===== config.mk =====
export PLATFORM = sky130hd
export DESIGN_NAME = rp_8bit_trace_fetch
export DESIGN_NICKNAME = d
export VERILOG_FILES = /design/src/rtl/rp_8bit_trace_fetch.sv
export SDC_FILE = /design/constraint.sdc
export NUM_CORES = 1
export LEC_CHECK = 0
export CAP_MARGIN = 30
export CORE_MARGIN = 10
export CORE_UTILIZATION = 47
export DETAILED_ROUTE_END_ITERATION = 10
export PLACE_DENSITY = 0.71
export SLEW_MARGIN = 25
export SYNTH_ARGS = -nofsm -noshare
export SYNTH_HDL_FRONTEND = slang
export SYNTH_SLANG_ARGS = --single-unit

===== constraint.sdc =====
create_clock -name clk -period 4.4 [get_ports clk]
set_input_delay 0.66 -clock clk [delete_from_list [all_inputs] [get_ports clk]]
set_output_delay 0.66 -clock clk [all_outputs]
set_load 0.1 [all_outputs]

===== src/rtl/rp_8bit_trace_fetch.sv =====
// Instruction trace capture for an 8-bit RISC core: pairs 32-bit opcodes with
// their second word and queues {pc, code, ext, two} records in a small FIFO.
module rp_8bit_trace_fetch #(
   parameter int PAW    = 11,
   parameter int FDEPTH = 4
) (
   input  logic           clk,
   input  logic           rst_n,
   input  logic           pmem_ce,
   input  logic [PAW-1:0] pmem_a,
   input  logic [15:0]    pmem_d,
   input  logic           flush,
   output logic           trc_vld,
   input  logic           trc_rdy,
   output logic [PAW-1:0] trc_pc,
   output logic [15:0]    trc_code,
   output logic [15:0]    trc_ext,
   output logic           trc_two,
   output logic           ovf,
   output logic [7:0]     drop_cnt
);

   localparam int AW = $clog2(FDEPTH);
   localparam int RW = PAW + 33;

   localparam logic [0:0] S_IDLE = 1'b0;
   localparam logic [0:0] S_EXT  = 1'b1;

   logic           d_vld;
   logic [PAW-1:0] pc_q;
   logic [0:0]     state, next_state;
   logic [PAW-1:0] hold_pc;
   logic [15:0]    hold_code;
   logic           push;
   logic [RW-1:0]  push_rec;

   logic [RW-1:0]  mem [FDEPTH];
   logic [AW:0]    wr_ptr, rd_ptr;
   logic           empty, full, pop, wr_en;
   logic [RW-1:0]  head;

   // lds/sts (1001_00?x_xxxx_0000) and jmp/call (1001_010x_xxxx_11xx) carry a second word.
   function automatic logic is_two(input logic [15:0] w);
      return ((w[15:10] == 6'b100100) && (w[3:0] == 4'b0000)) ||
             ((w[15:9] == 7'b1001010) && (w[3:2] == 2'b11));
   endfunction

   // NOTE: sequential state uses non-blocking assignments so every register samples pre-edge values.
   always_ff @(posedge clk) begin
      if (!rst_n) begin
         d_vld <= 1'b0;
         pc_q  <= '0;
      end else begin
         d_vld <= pmem_ce;
         if (pmem_ce) pc_q <= pmem_a;
      end
   end

   // NOTE: every always_comb output gets a default first so no latch is inferred.
   always_comb begin
      next_state = state;
      push       = 1'b0;
      push_rec   = '0;
      if (flush) begin
         next_state = S_IDLE;
      end else if (d_vld) begin
         case (state)
            S_IDLE: begin
               if (is_two(pmem_d)) begin
                  next_state = S_EXT;
               end else begin
                  push     = 1'b1;
                  push_rec = {pc_q, pmem_d, 16'h0000, 1'b0};
               end
            end
            default: begin
               push       = 1'b1;
               push_rec   = {hold_pc, hold_code, pmem_d, 1'b1};
               next_state = S_IDLE;
            end
         endcase
      end
   end

   always_ff @(posedge clk) begin
      if (!rst_n) begin
         state     <= S_IDLE;
         hold_pc   <= '0;
         hold_code <= '0;
      end else begin
         state <= next_state;
         if ((state == S_IDLE) && d_vld && !flush && is_two(pmem_d)) begin
            hold_pc   <= pc_q;
            hold_code <= pmem_d;
         end
      end
   end

   assign empty = (wr_ptr == rd_ptr);
   assign full  = (wr_ptr[AW] != rd_ptr[AW]) && (wr_ptr[AW-1:0] == rd_ptr[AW-1:0]);
   assign pop   = !empty && trc_rdy;
   // A pop in the same cycle frees the head slot, so a full FIFO still accepts.
   assign wr_en = push && (!full || pop);

   always_ff @(posedge clk) begin
      if (!rst_n) begin
         wr_ptr   <= '0;
         rd_ptr   <= '0;
         ovf      <= 1'b0;
         drop_cnt <= '0;
      end else begin
         if (wr_en) wr_ptr <= wr_ptr + (AW+1)'(1);
         if (pop)   rd_ptr <= rd_ptr + (AW+1)'(1);
         if (push && full && !pop) begin
            ovf <= 1'b1;
            if (drop_cnt != 8'hFF) drop_cnt <= drop_cnt + 8'd1;
         end
      end
   end

   // NOTE: storage is not reset; the empty-gated head mux keeps outputs at zero after reset.
   always_ff @(posedge clk) begin
      if (wr_en) mem[wr_ptr[AW-1:0]] <= push_rec;
   end

   assign head    = empty ? '0 : mem[rd_ptr[AW-1:0]];
   assign trc_vld = !empty;
   assign {trc_pc, trc_code, trc_ext, trc_two} = head;

endmodule


==> results.yml <==
timing:
  fmax_mhz: 310.9
  tns_ns: 0
  setup_ws_ns: 1.183
  fin_worst_skew_ns: 0.01203
  slew_headroom: 0.3410
  worst_slew_pin_slew_ns: 0.9854
  period_share: 0.7311
  setup_viol: 0
  hold_viol: 0
  hold_ws_ns: 0.4562
  drv_slew: 0
  period_needed_ns: 3.217
  rsz0062_at_grt: "no"
yosys:
  synth_commonest_cells: "176 x edfxtp_1, 57 x dfxtp_1, 54 x nand2_1"
  yosysMostFrequentCell: "edfxtp_1"
  synth_top_area_share: 0.5645
  yosysWarnings: 0
  synth_seq_area_share: 0.6864
  synth_async_sr_flop_share: 0
  synth-edff-count: 176
  synthCells: 595
  syn_area_per_cell_um2: 15.74
  synthesis.area_um2: 9363
  synth_cell_types: 49
  synth_top_area_cell: "edfxtp_1"
  synth-seq-cells: 233
  synth.area.top_cells: "edfxtp_1 56%, dfxtp_1 12%, mux4_2 11%"
  ys.flop_type: "edfxtp_1"
  syn_nets: 633
worst_hold_path:
  hp-start: "hold_pc[4]"
  worstHoldPathCells: 2
  hold_class: "flop to flop"
  hold_end: "hold_pc[4]"
clock_tree:
  cts_buffers: 24
  clock-sinks: 233
  clk_pin_slew_ns: 0.06
  insertion_delay_ns: 0.51
  cts_tree: "built"
  ctsHoldBuffers: 0
  cts_root_buffer: "clkbuf_16"
  clockBufferDepth: 3
  htreeDepth: 1
  postCtsSetupBuffers: 0
  cts_resized: 0
floorplan:
  rows: 51
  die_height_um: 161.1
  die_area_um2: 25970
  boundaryPins: 86
  core_region_area_um2: 19530
  initial_utilization: 0.4795
  die_w_um: 161.1
cells_and_area:
  nFillCells: 1516
  area_delta_synth_final_pct: 20.10
  finalNonFillerCells: 965
  final-seq-area_um2: 6429
  nets: 720
  diodes: 0
  final_core_util: 0.5759
  multi_input_area_um2: 2761
  drive_gt1_frac: 0.2229
routing:
  ant_nets: 0
  vias: 5353
  route.detailed.drc: 0
  drtPass1Iterations: 5
  wl_met3_mm: 1.138
  routed_via_density: 5.547
  wl_per_cell_um: 20.58
  wl_met1_mm: 8.248
  highest_layer: "met4"
  drt-initial-drc-count: 271
  routed_wl_mm: 19.86
  dr_wl_met2_mm: 9.995
placement:
  placed_cells: 919
  place.gp.congestion: 0.8341
  io_buffers: 85
  hpwl_mm: 12.95
  dp_slack_ns: 1.082
critical_path:
  cp_data_arrival_time_ns: 2.56
  reg2reg_to: "mem[0][25]"
  slowest_delay_ns: 0.82
  critPathMostFrequentCell: "buf_4"
  r2r_slack_ns: 2.06
  setup.worst_path.class: "flop to output pin"
  cpLargestDelayFamily: "flip-flops"
  r2r_cells: 4
  r2r_start: "d_vld"
  path_cells: "buf_4 > mux4_2 > and2_1 > buf_4"
  critical_path_required_ns: 3.74
  cp_max_fo: 27
  cp-end-kind: "output pin"
  path_buf_inv: 2
  cp_num_cells: 4
  critical-path-slowest-cell: "dfxtp_2"
  start_kind: "flop"
global_route:
  first_global_vias: 5632
  grt_pass1_wl_mm: 31.77
  overflow: 0
  antenna_found_initial: 0
  grt_max_degree: 46
  track_usage: 0.1522
power_and_ir_drop:
  vdd_drop_max_mv: 0.3399
  p_per_area_nw_per_um2: 455.0
  p_leak_nw: 3.758
job:
  drv_cap: 0
status:
  status: "finished clean"
sequential cells by signal, summed over array words and instances, names as in the netlist, named ones only:
name / flops
ovf: 1
d_vld: 1
wr_ptr: 3
hold_code: 16
mem: 176
pc_q: 11
rd_ptr: 3
drop_cnt: 8
state: 1
hold_pc: 11
where the power goes:
part | switching (mW) | internal [mW]
combinational | 0.497 | 0.193
sequential | 0.0154 | 2.37
clock | 0.784 | 1.26
worst max path at each step:
stage                     startpoint             to
after global routing            flop     trc_pc[10]
final                           flop     trc_pc[10]
after floorplan            rd_ptr[2]      trc_pc[1]
after global placement     pmem_d[0]  hold_code[13]
after CTS                       flop     trc_pc[10]
after detailed placement   pmem_d[0]  hold_code[14]
stage by stage:
| step | power (mW) | instance area, µm² |
|---|---|---|
| floorplan | 2.952 | 9363 |
| detailed placement | 3.125 | 10390 |
| finish | 5.116 | 11240 |
| global route | 5.287 | 11240 |
| CTS | 5.155 | 11210 |
| global placement | 3.117 | 10390 |
area by class of cell:
cell class	instances	area share
Clock buffer	37	0.06509
Clock inverter	7	0.007678
Inverter	7	0.002337
Multi-Input combinational cell	320	0.2456
Sequential cell	233	0.5717
Tap cell	265	0.02949
Timing Repair Buffer	96	0.07811
routing by layer:
metal	vias up	track usage
met1	2711	0.1926
met5	-	0
met3	34	0.02999
met2	152	0.2571
met4	0	0.05045
li1	2456	-
worst register-to-register path: cells and delay by family, from the launching register on:
family / cells / cell delay, ns
AO/OA/AOI/OAI: 1 / 0.36
buffers and inverters: 1 / 0.28
flip-flops: 1 / 0.37
AND/OR/NAND/NOR: 2 / 1.00
cells in the final DEF, fill, tap and decap left out, drive strengths merged, types with 4 or more instances in the layout:
cell / n
edfxtp: 176
inv: 7
mux4: 44
clkdlybuf4s50: 40
ha: 6
clkbuf: 37
nand2: 54
clkinv: 4
a21oi: 29
mux2i: 15
o21ai: 5
dfxtp: 57
and3: 20
buf: 56
o31ai: 5
or4: 5
nor2: 26
and2: 50
nand3: 6
a22o: 25
cell families (layout without fill, tap and decap cells):
| group | Yosys count | in the layout | share of synthesized area |
|---|---|---|---|
| flops | 233 | 233 | 0.6864 |
| simple gates | 177 | 177 | 0.1008 |
| buf+inv | 42 | 147 | 0.01991 |
| mux | 59 | 59 | 0.1219 |
| xor+xnor | 6 | 6 | 0.005614 |
| compound gates | 72 | 72 | 0.05746 |
| fa+ha+maj | 6 | 6 | 0.008018 |
Note: power is estimated with default switching activity, not from simulation.
